<file path="config.mk">
export PLATFORM = sky130hd
export DESIGN_NAME = button_conditioner
export DESIGN_NICKNAME = d
export VERILOG_FILES = /design/src/rtl/button_conditioner.sv
export SDC_FILE = /design/constraint.sdc
export NUM_CORES = 1
export LEC_CHECK = 0
export BUFFER_PORTS_ARGS = -buffer_cell sky130_fd_sc_hd__buf_2
export CAP_MARGIN = 20
export CORE_MARGIN = 4
export CORE_UTILIZATION = 40
export CTS_BUF_LIST = sky130_fd_sc_hd__clkbuf_2
export CTS_CLUSTER_DIAMETER = 120
export DETAILED_ROUTE_END_ITERATION = 10
export PLACE_DENSITY = 0.65
export SLEW_MARGIN = 0
export SYNTH_ARGS = -nofsm -noshare
export SYNTH_HDL_FRONTEND = slang
export SYNTH_SLANG_ARGS = --single-unit
</file>
<file path="constraint.sdc">
create_clock -name crystalCLK -period 2.6 [get_ports crystalCLK]
set_input_delay 0.13 -clock crystalCLK [delete_from_list [all_inputs] [get_ports crystalCLK]]
set_output_delay 0.13 -clock crystalCLK [all_outputs]
set_load 0.005 [all_outputs]
</file>
<file path="src/rtl/button_conditioner.sv">
// Synchronises and debounces active-low push-buttons into clean level/press/release signals.
// Optional auto-repeat of press events is enabled with `define BUTTON_CONDITIONER_AUTOREPEAT_EN.
module button_conditioner #(
    parameter int N_BUTTONS       = 2,
    parameter int DEBOUNCE_CYCLES = 270000,
    parameter int CNT_W           = 20,
    parameter int REPEAT_DELAY    = 13500000,
    parameter int REPEAT_PERIOD   = 2700000,
    parameter int RPT_W           = 24
) (
    input  logic                 crystalCLK,
    input  logic                 rst,
    input  logic [N_BUTTONS-1:0] btn_raw_n,
    output logic [N_BUTTONS-1:0] btn_level,
    output logic [N_BUTTONS-1:0] btn_press,
    output logic [N_BUTTONS-1:0] btn_release
);

    localparam logic [CNT_W-1:0] CNT_ZERO = {CNT_W{1'b0}};
    localparam logic [CNT_W-1:0] CNT_ONE  = {{(CNT_W-1){1'b0}}, 1'b1};
    localparam logic [CNT_W-1:0] CNT_LAST = CNT_W'(DEBOUNCE_CYCLES - 1);

    logic [N_BUTTONS-1:0] sync1_r;
    logic [N_BUTTONS-1:0] sync2_r;
    logic [N_BUTTONS-1:0] stable_r;
    logic [N_BUTTONS-1:0] stable_s;
    logic [N_BUTTONS-1:0] accept_s;
    logic [N_BUTTONS-1:0] press_r;
    logic [N_BUTTONS-1:0] press_s;
    logic [N_BUTTONS-1:0] release_r;
    logic [N_BUTTONS-1:0] release_s;
    logic [CNT_W-1:0]     cnt_r [N_BUTTONS];
    logic [CNT_W-1:0]     cnt_s [N_BUTTONS];
    logic [N_BUTTONS-1:0] repeat_s;

    // Two-flop synchroniser, inverting so that 1 means pressed.
    always_ff @(posedge crystalCLK) begin
        if (rst) begin
            sync1_r <= {N_BUTTONS{1'b0}};
            sync2_r <= {N_BUTTONS{1'b0}};
        end else begin
            sync1_r <= ~btn_raw_n;
            sync2_r <= sync1_r;
        end
    end

    // Debounce decision: any sample matching the stable level restarts the count.
    always_comb begin
        stable_s = stable_r;
        accept_s = {N_BUTTONS{1'b0}};
        for (int i = 0; i < N_BUTTONS; i++) begin
            cnt_s[i] = cnt_r[i];
            if (sync2_r[i] == stable_r[i]) begin
                cnt_s[i] = CNT_ZERO;
            end else if (cnt_r[i] == CNT_LAST) begin
                stable_s[i] = sync2_r[i];
                cnt_s[i]    = CNT_ZERO;
                accept_s[i] = 1'b1;
            end else begin
                cnt_s[i] = cnt_r[i] + CNT_ONE;
            end
        end
    end

`ifdef BUTTON_CONDITIONER_AUTOREPEAT_EN
    localparam logic [RPT_W-1:0] RPT_ZERO        = {RPT_W{1'b0}};
    localparam logic [RPT_W-1:0] RPT_ONE         = {{(RPT_W-1){1'b0}}, 1'b1};
    localparam logic [RPT_W-1:0] RPT_DELAY_LAST  = RPT_W'(REPEAT_DELAY - 1);
    localparam logic [RPT_W-1:0] RPT_PERIOD_LAST = RPT_W'(REPEAT_PERIOD - 1);

    logic [RPT_W-1:0]     rpt_r [N_BUTTONS];
    logic [RPT_W-1:0]     rpt_s [N_BUTTONS];
    logic [N_BUTTONS-1:0] rpt_phase_r;
    logic [N_BUTTONS-1:0] rpt_phase_s;

    // Hold timer: first wait is REPEAT_DELAY, then every REPEAT_PERIOD; a release edge suppresses firing.
    always_comb begin
        repeat_s    = {N_BUTTONS{1'b0}};
        rpt_phase_s = rpt_phase_r;
        for (int i = 0; i < N_BUTTONS; i++) begin
            rpt_s[i] = rpt_r[i];
            if (!stable_r[i] || accept_s[i]) begin
                rpt_s[i]       = RPT_ZERO;
                rpt_phase_s[i] = 1'b0;
            end else if (rpt_r[i] == (rpt_phase_r[i] ? RPT_PERIOD_LAST : RPT_DELAY_LAST)) begin
                rpt_s[i]       = RPT_ZERO;
                rpt_phase_s[i] = 1'b1;
                repeat_s[i]    = 1'b1;
            end else begin
                rpt_s[i] = rpt_r[i] + RPT_ONE;
            end
        end
    end

    // Repeat timer state.
    always_ff @(posedge crystalCLK) begin
        if (rst) begin
            rpt_phase_r <= {N_BUTTONS{1'b0}};
            for (int i = 0; i < N_BUTTONS; i++) begin
                rpt_r[i] <= RPT_ZERO;
            end
        end else begin
            rpt_phase_r <= rpt_phase_s;
            for (int i = 0; i < N_BUTTONS; i++) begin
                rpt_r[i] <= rpt_s[i];
            end
        end
    end
`else
    // Without auto-repeat only the accepted press produces a press event.
    always_comb begin
        repeat_s = {N_BUTTONS{1'b0}};
    end
`endif

    // Event pulses; press and release are mutually exclusive per channel.
    always_comb begin
        press_s   = (accept_s & sync2_r) | repeat_s;
        release_s = accept_s & ~sync2_r;
    end

    // Debounce state and registered outputs.
    always_ff @(posedge crystalCLK) begin
        if (rst) begin
            stable_r  <= {N_BUTTONS{1'b0}};
            press_r   <= {N_BUTTONS{1'b0}};
            release_r <= {N_BUTTONS{1'b0}};
            for (int i = 0; i < N_BUTTONS; i++) begin
                cnt_r[i] <= CNT_ZERO;
            end
        end else begin
            stable_r  <= stable_s;
            press_r   <= press_s;
            release_r <= release_s;
            for (int i = 0; i < N_BUTTONS; i++) begin
                cnt_r[i] <= cnt_s[i];
            end
        end
    end

    assign btn_level   = stable_r;
    assign btn_press   = press_r;
    assign btn_release = release_r;

endmodule

</file>
==> report_table.html <==
<table>
<tr><th>Metric</th><th>Value</th></tr>
<tr><th colspan="2">Die</th></tr>
<tr><td>Core footprint</td><td>5270 um^2</td></tr>
<tr><td>Die extent in x</td><td>82.66 um</td></tr>
<tr><td>Initial standard-cell utilization of the core</td><td>0.4231</td></tr>
<tr><td>Number of cell rows</td><td>26</td></tr>
<tr><td>Vertical die dimension</td><td>82.66 um</td></tr>
<tr><td>Die area</td><td>6833 um^2</td></tr>
<tr><td>Top-level I/O count</td><td>10</td></tr>
<tr><th colspan="2">Logic synthesis</th></tr>
<tr><td>Number of warnings issued by yosys</td><td>0</td></tr>
<tr><td>Net count after synthesis</td><td>249</td></tr>
<tr><td>Synthesized-area fraction occupied by adder cells</td><td>0.01122</td></tr>
<tr><td>Post-synth EDFFs</td><td>0</td></tr>
<tr><td>Ys async rst share</td><td>0</td></tr>
<tr><td>Synth Flop Type</td><td>sky130_fd_sc_hd__dfxtp_1</td></tr>
<tr><td>Mapped cell area</td><td>2230 um^2</td></tr>
<tr><td>Fraction of synthesized cell area in xor and xnor cells</td><td>0.1178</td></tr>
<tr><td>Most common library cells after synthesis</td><td>50 x sky130_fd_sc_hd__dfxtp_1, 46 x sky130_fd_sc_hd__nor2_1, 22 x sky130_fd_sc_hd__xnor2_1</td></tr>
<tr><td>Cell type with the highest aggregate area in the netlist</td><td>sky130_fd_sc_hd__dfxtp_1</td></tr>
<tr><td>Area share of and/or/nand/nor cells after synthesis</td><td>0.3272</td></tr>
<tr><td>Count of different cell masters after synthesis</td><td>41</td></tr>
<tr><td>Share of cell area taken by muxes after synthesis</td><td>0.01347</td></tr>
<tr><td>Dominant combinational cell family by area after synthesis</td><td>simple AND/OR/NAND/NOR gates</td></tr>
<tr><td>Area fraction in compound gates after synthesis</td><td>0.05556</td></tr>
<tr><td>Number of register bits inferred by synthesis</td><td>50</td></tr>
<tr><td>Cells taking the most area after synthesis</td><td>sky130_fd_sc_hd__dfxtp_1 45%, sky130_fd_sc_hd__xnor2_1 8.6%, sky130_fd_sc_hd__nor2_1 7.7%</td></tr>
<tr><td>Number of instances in the synthesized netlist</td><td>243</td></tr>
<tr><td>Most frequent cell after synthesis</td><td>sky130_fd_sc_hd__dfxtp_1</td></tr>
<tr><td>Portion of synthesized cell area occupied by the leading cell type</td><td>0.4489</td></tr>
<tr><td>Per-instance average area after synthesis</td><td>9.175 um^2</td></tr>
<tr><td>Seq/Total Area, Yosys</td><td>0.4489</td></tr>
<tr><th colspan="2">Critical path</th></tr>
<tr><td>Startpoint kind of the worst setup timing path</td><td>flip-flop</td></tr>
<tr><td>Critical path cell sequence</td><td>ha_1, nand4_1, o31ai_4, buf_4, a21oi_1</td></tr>
<tr><td>Capture instance of the worst register-to-register path</td><td>cnt_r[0][28]</td></tr>
<tr><td>Crit path max-delay family</td><td>compound AO/OA/AOI/OAI gates</td></tr>
<tr><td>Critical Path Max Stage Delay</td><td>0.49 ns</td></tr>
<tr><td>Reg2Reg Launch Point</td><td>cnt_r[0][20]</td></tr>
<tr><td>Maximum fanout along the worst path</td><td>9</td></tr>
<tr><td>Critical path's slowest cell</td><td>sky130_fd_sc_hd__o31ai_4</td></tr>
<tr><td>Register-to-register path setup slack</td><td>0.77 ns</td></tr>
<tr><td>Buffers plus inverters on the worst setup path</td><td>1</td></tr>
<tr><td>Arr. time, crit path</td><td>2.17 ns</td></tr>
<tr><td>Required time at the worst-slack endpoint</td><td>2.94 ns</td></tr>
<tr><td>Category of the worst setup path capture point</td><td>flip-flop</td></tr>
<tr><td>Length in cells of the worst reg-to-reg path</td><td>5</td></tr>
<tr><td>Worst Path Class, Setup</td><td>flip-flop to flip-flop</td></tr>
<tr><th colspan="2">STA</th></tr>
<tr><td>Actual transition at the worst max-transition pin</td><td>0.4609 ns</td></tr>
<tr><td>Final max-slew violation count</td><td>0</td></tr>
<tr><td>Post-Route Setup TNS</td><td>0 ns</td></tr>
<tr><td>Largest clock skew in the final design</td><td>0.01278 ns</td></tr>
<tr><td>Setup violations, final</td><td>0</td></tr>
<tr><td>Final period utilization</td><td>0.7022</td></tr>
<tr><td>Final period demand of the worst path</td><td>1.826 ns</td></tr>
<tr><td>Hold violation total from the final report</td><td>0</td></tr>
<tr><td>Max frequency</td><td>547.7 MHz</td></tr>
<tr><td>Slew Limit Headroom</td><td>0.6902</td></tr>
<tr><td>RSZ-0062 raised after global routing</td><td>no</td></tr>
<tr><th colspan="2">Clocking</th></tr>
<tr><td>CTS Buffer Depth</td><td>2</td></tr>
<tr><td>Number of buffers added by the clock tree synthesis step</td><td>5</td></tr>
<tr><td>TritonCTS clock tree</td><td>done</td></tr>
<tr><td>Clock slew at reported path FFs</td><td>0.26 ns</td></tr>
<tr><td>Total clock sinks</td><td>50</td></tr>
<tr><td>Root buffer selected by CTS</td><td>sky130_fd_sc_hd__clkbuf_2</td></tr>
<tr><td>Source-to-sink clock delay at the later pin of the worst-skew pair</td><td>0.41 ns</td></tr>
<tr><td>Number of H-tree levels</td><td>2</td></tr>
<tr><td>Number of buffers inserted to repair setup after CTS</td><td>0</td></tr>
<tr><th colspan="2">Final layout</th></tr>
<tr><td>Share of layout cells above drive strength 1</td><td>0.1145</td></tr>
<tr><td>Filler cell count</td><td>528</td></tr>
<tr><td>Area of combinational cells with multiple inputs</td><td>1171 um^2</td></tr>
<tr><td>Area occupied by registers</td><td>1001 um^2</td></tr>
<tr><td>Area of all placed cells without fillers</td><td>2442 um^2</td></tr>
<tr><td>Net count reported at finish</td><td>267</td></tr>
<tr><td>Final Core Density</td><td>0.4634</td></tr>
<tr><td>Antenna fix cells</td><td>0</td></tr>
<tr><td>Area growth from synthesis to final layout</td><td>9.540%</td></tr>
<tr><th colspan="2">Hold path</th></tr>
<tr><td>HP Start</td><td>sync1_r[0]</td></tr>
<tr><td>End of the worst hold path</td><td>sync2_r[0]</td></tr>
<tr><td>Worst hold path class</td><td>flip-flop to flip-flop</td></tr>
<tr><td>Number of cells on the worst hold path</td><td>1</td></tr>
<tr><th colspan="2">Detailed routing</th></tr>
<tr><td>Antenna violation net count after detailed routing</td><td>0</td></tr>
<tr><td>Remaining routing DRC violations</td><td>0</td></tr>
<tr><td>Vias</td><td>1718</td></tr>
<tr><td>Overall routed net length</td><td>4152 um</td></tr>
<tr><td>Vias per cell</td><td>5.175</td></tr>
<tr><td>Number of DRC markers after the initial detailed-route iteration</td><td>83</td></tr>
<tr><td>WL/cell</td><td>12.51 um</td></tr>
<tr><td>Number of detailed-routing iterations run before antenna repair</td><td>4</td></tr>
<tr><th colspan="2">Global route</th></tr>
<tr><td>Remaining Overflow, GRT</td><td>0</td></tr>
<tr><td>Antenna violations before repair</td><td>0</td></tr>
<tr><td>Via count of the first global-routing pass</td><td>1583</td></tr>
<tr><td>Largest net degree at the start of global routing</td><td>18</td></tr>
<tr><td>Overall global routing resource usage</td><td>0.1372</td></tr>
<tr><td>Wire length of the first global-routing pass</td><td>7245 um</td></tr>
<tr><th colspan="2">Power and ir drop</th></tr>
<tr><td>IR drop worst, VDD</td><td>0.1616 mV</td></tr>
<tr><td>Power per cell area</td><td>461.3 nW/um^2</td></tr>
<tr><td>Leakage power</td><td>0.7806 nW</td></tr>
<tr><th colspan="2">Placed design</th></tr>
<tr><td>Final estimated routing congestion in global placement</td><td>0.7692</td></tr>
<tr><td>Placed inst area</td><td>2342 um^2</td></tr>
<tr><td>Port Buffers</td><td>9</td></tr>
<tr><td>DP HPWL</td><td>2987 um</td></tr>
<tr><th colspan="2">Outcome</th></tr>
<tr><td>Status</td><td>finished, final reports clean</td></tr>
<tr><th colspan="2">Flow run</th></tr>
<tr><td>Max_cap viols</td><td>0</td></tr>
</table>
[worst register-to-register path, cell delays in order, from the launching register on]
cell                      delay (ns)
sky130_fd_sc_hd__dfxtp_1        0.46
sky130_fd_sc_hd__ha_1           0.28
sky130_fd_sc_hd__nand4_1        0.22
sky130_fd_sc_hd__o31ai_4        0.49
sky130_fd_sc_hd__buf_4          0.25
sky130_fd_sc_hd__a21oi_1        0.05
[area by class of cell]
type                            count  share of cell area
Multi-Input combinational cell    181              0.4795
Sequential cell                    50              0.4098
Timing Repair Buffer               15             0.04201
Tap cell                           70             0.03586
Inverter                            8             0.01230
Clock buffer                        5             0.01025
Clock inverter                      3             0.01025
[cells by family (layout without fill, tap and decap cells)]
logic type | count (synthesis) | after routing
buffers and inverters | 12 | 31
adders and majority gates | 2 | 2
xor gates and xnor gates | 30 | 30
DFF | 50 | 50
and+or+nand+nor | 131 | 131
muxes | 3 | 3
AOI/OAI and AO/OA | 15 | 15
[flip-flops by register name, summed over array words and instances (netlist names)]
register,count
btn_level,2
sync1_r,2
btn_press,2
cnt_r,40
sync2_r,2
btn_release,2
[layout by cell type, fill, tap and decap left out, types with 2 or more instances in the layout]
cell,instances
sky130_fd_sc_hd__dfxtp_1,50
sky130_fd_sc_hd__nor2_1,46
sky130_fd_sc_hd__xnor2_1,22
sky130_fd_sc_hd__nand3_1,15
sky130_fd_sc_hd__nand2_1,11
sky130_fd_sc_hd__nor4_1,9
sky130_fd_sc_hd__nand4_1,9
sky130_fd_sc_hd__buf_2,9
sky130_fd_sc_hd__inv_1,8
sky130_fd_sc_hd__xor2_1,8
sky130_fd_sc_hd__nor3_1,7
sky130_fd_sc_hd__nand2b_1,5
sky130_fd_sc_hd__clkbuf_2,5
sky130_fd_sc_hd__dlygate4sd3_1,5
sky130_fd_sc_hd__and3_1,4
sky130_fd_sc_hd__a21oi_1,4
sky130_fd_sc_hd__nand4_2,3
sky130_fd_sc_hd__and4_1,3
sky130_fd_sc_hd__nor2b_1,3
sky130_fd_sc_hd__o31ai_1,3
sky130_fd_sc_hd__or4_1,3
sky130_fd_sc_hd__mux2i_1,3
sky130_fd_sc_hd__nor4bb_1,2
sky130_fd_sc_hd__and4_2,2
sky130_fd_sc_hd__nor3b_1,2
sky130_fd_sc_hd__o21ai_0,2
sky130_fd_sc_hd__ha_1,2
[metal layers]
layer / up-vias / part of all wire / GRT usage
li1: 892 / - / -
met1: 800 / 0.51 / 0.1857
met2: 22 / 0.44 / 0.2011
met3: 4 / 0.031 / 0.04230
met4: 0 / 0.011 / 0.05719
met5: - / 0 / 0
[power breakdown]
part / total [W] / internal [W] / switching [W]
clock: 0.000328 / 0.0000719 / 0.000256
sequential: 0.000776 / 0.000773 / 0.00000279
combinational: 0.0000232 / 0.0000122 / 0.0000110
total: 0.00113 / 0.000857 / 0.000269
[per-stage QoR]
| step | total power [W] | hold WS, ns | setup WS, ns | instances |
|---|---|---|---|---|
| after floorplan | 0.0008022 | 0.2024 | 1.055 | 243 |
| after global placement | 0.0008066 | 0.2889 | 0.8722 | 319 |
| after detailed placement | 0.0008069 | 0.2911 | 0.8158 | 319 |
| after CTS | 0.001154 | 0.4400 | 0.7768 | 332 |
| after global routing | 0.001188 | 0.4830 | 0.6375 | 332 |
| final | 0.001127 | 0.4764 | 0.7743 | 332 |
[worst max-delay path by stage]
stage                       startpoint      endpoint  slack (ns)  cells past startpoint
final                     cnt_r[0][20]  cnt_r[0][28]        0.77                      5
after global routing      cnt_r[0][20]  cnt_r[0][28]        0.64                      5
after CTS                 cnt_r[0][20]  cnt_r[0][28]        0.78                      5
after detailed placement  cnt_r[0][20]  cnt_r[0][28]        0.82                      5
after global placement    cnt_r[0][20]  cnt_r[0][29]        0.87                      5
after floorplan           cnt_r[0][20]  cnt_r[0][29]        1.06                      5
[timing repair]
item | CTS | global route
endpoints found under the hold margin | 4 | 0
hold buffers | 5 | 0
gates resized for setup | 0 | 0
Note: power is estimated with default switching activity, not from simulation.
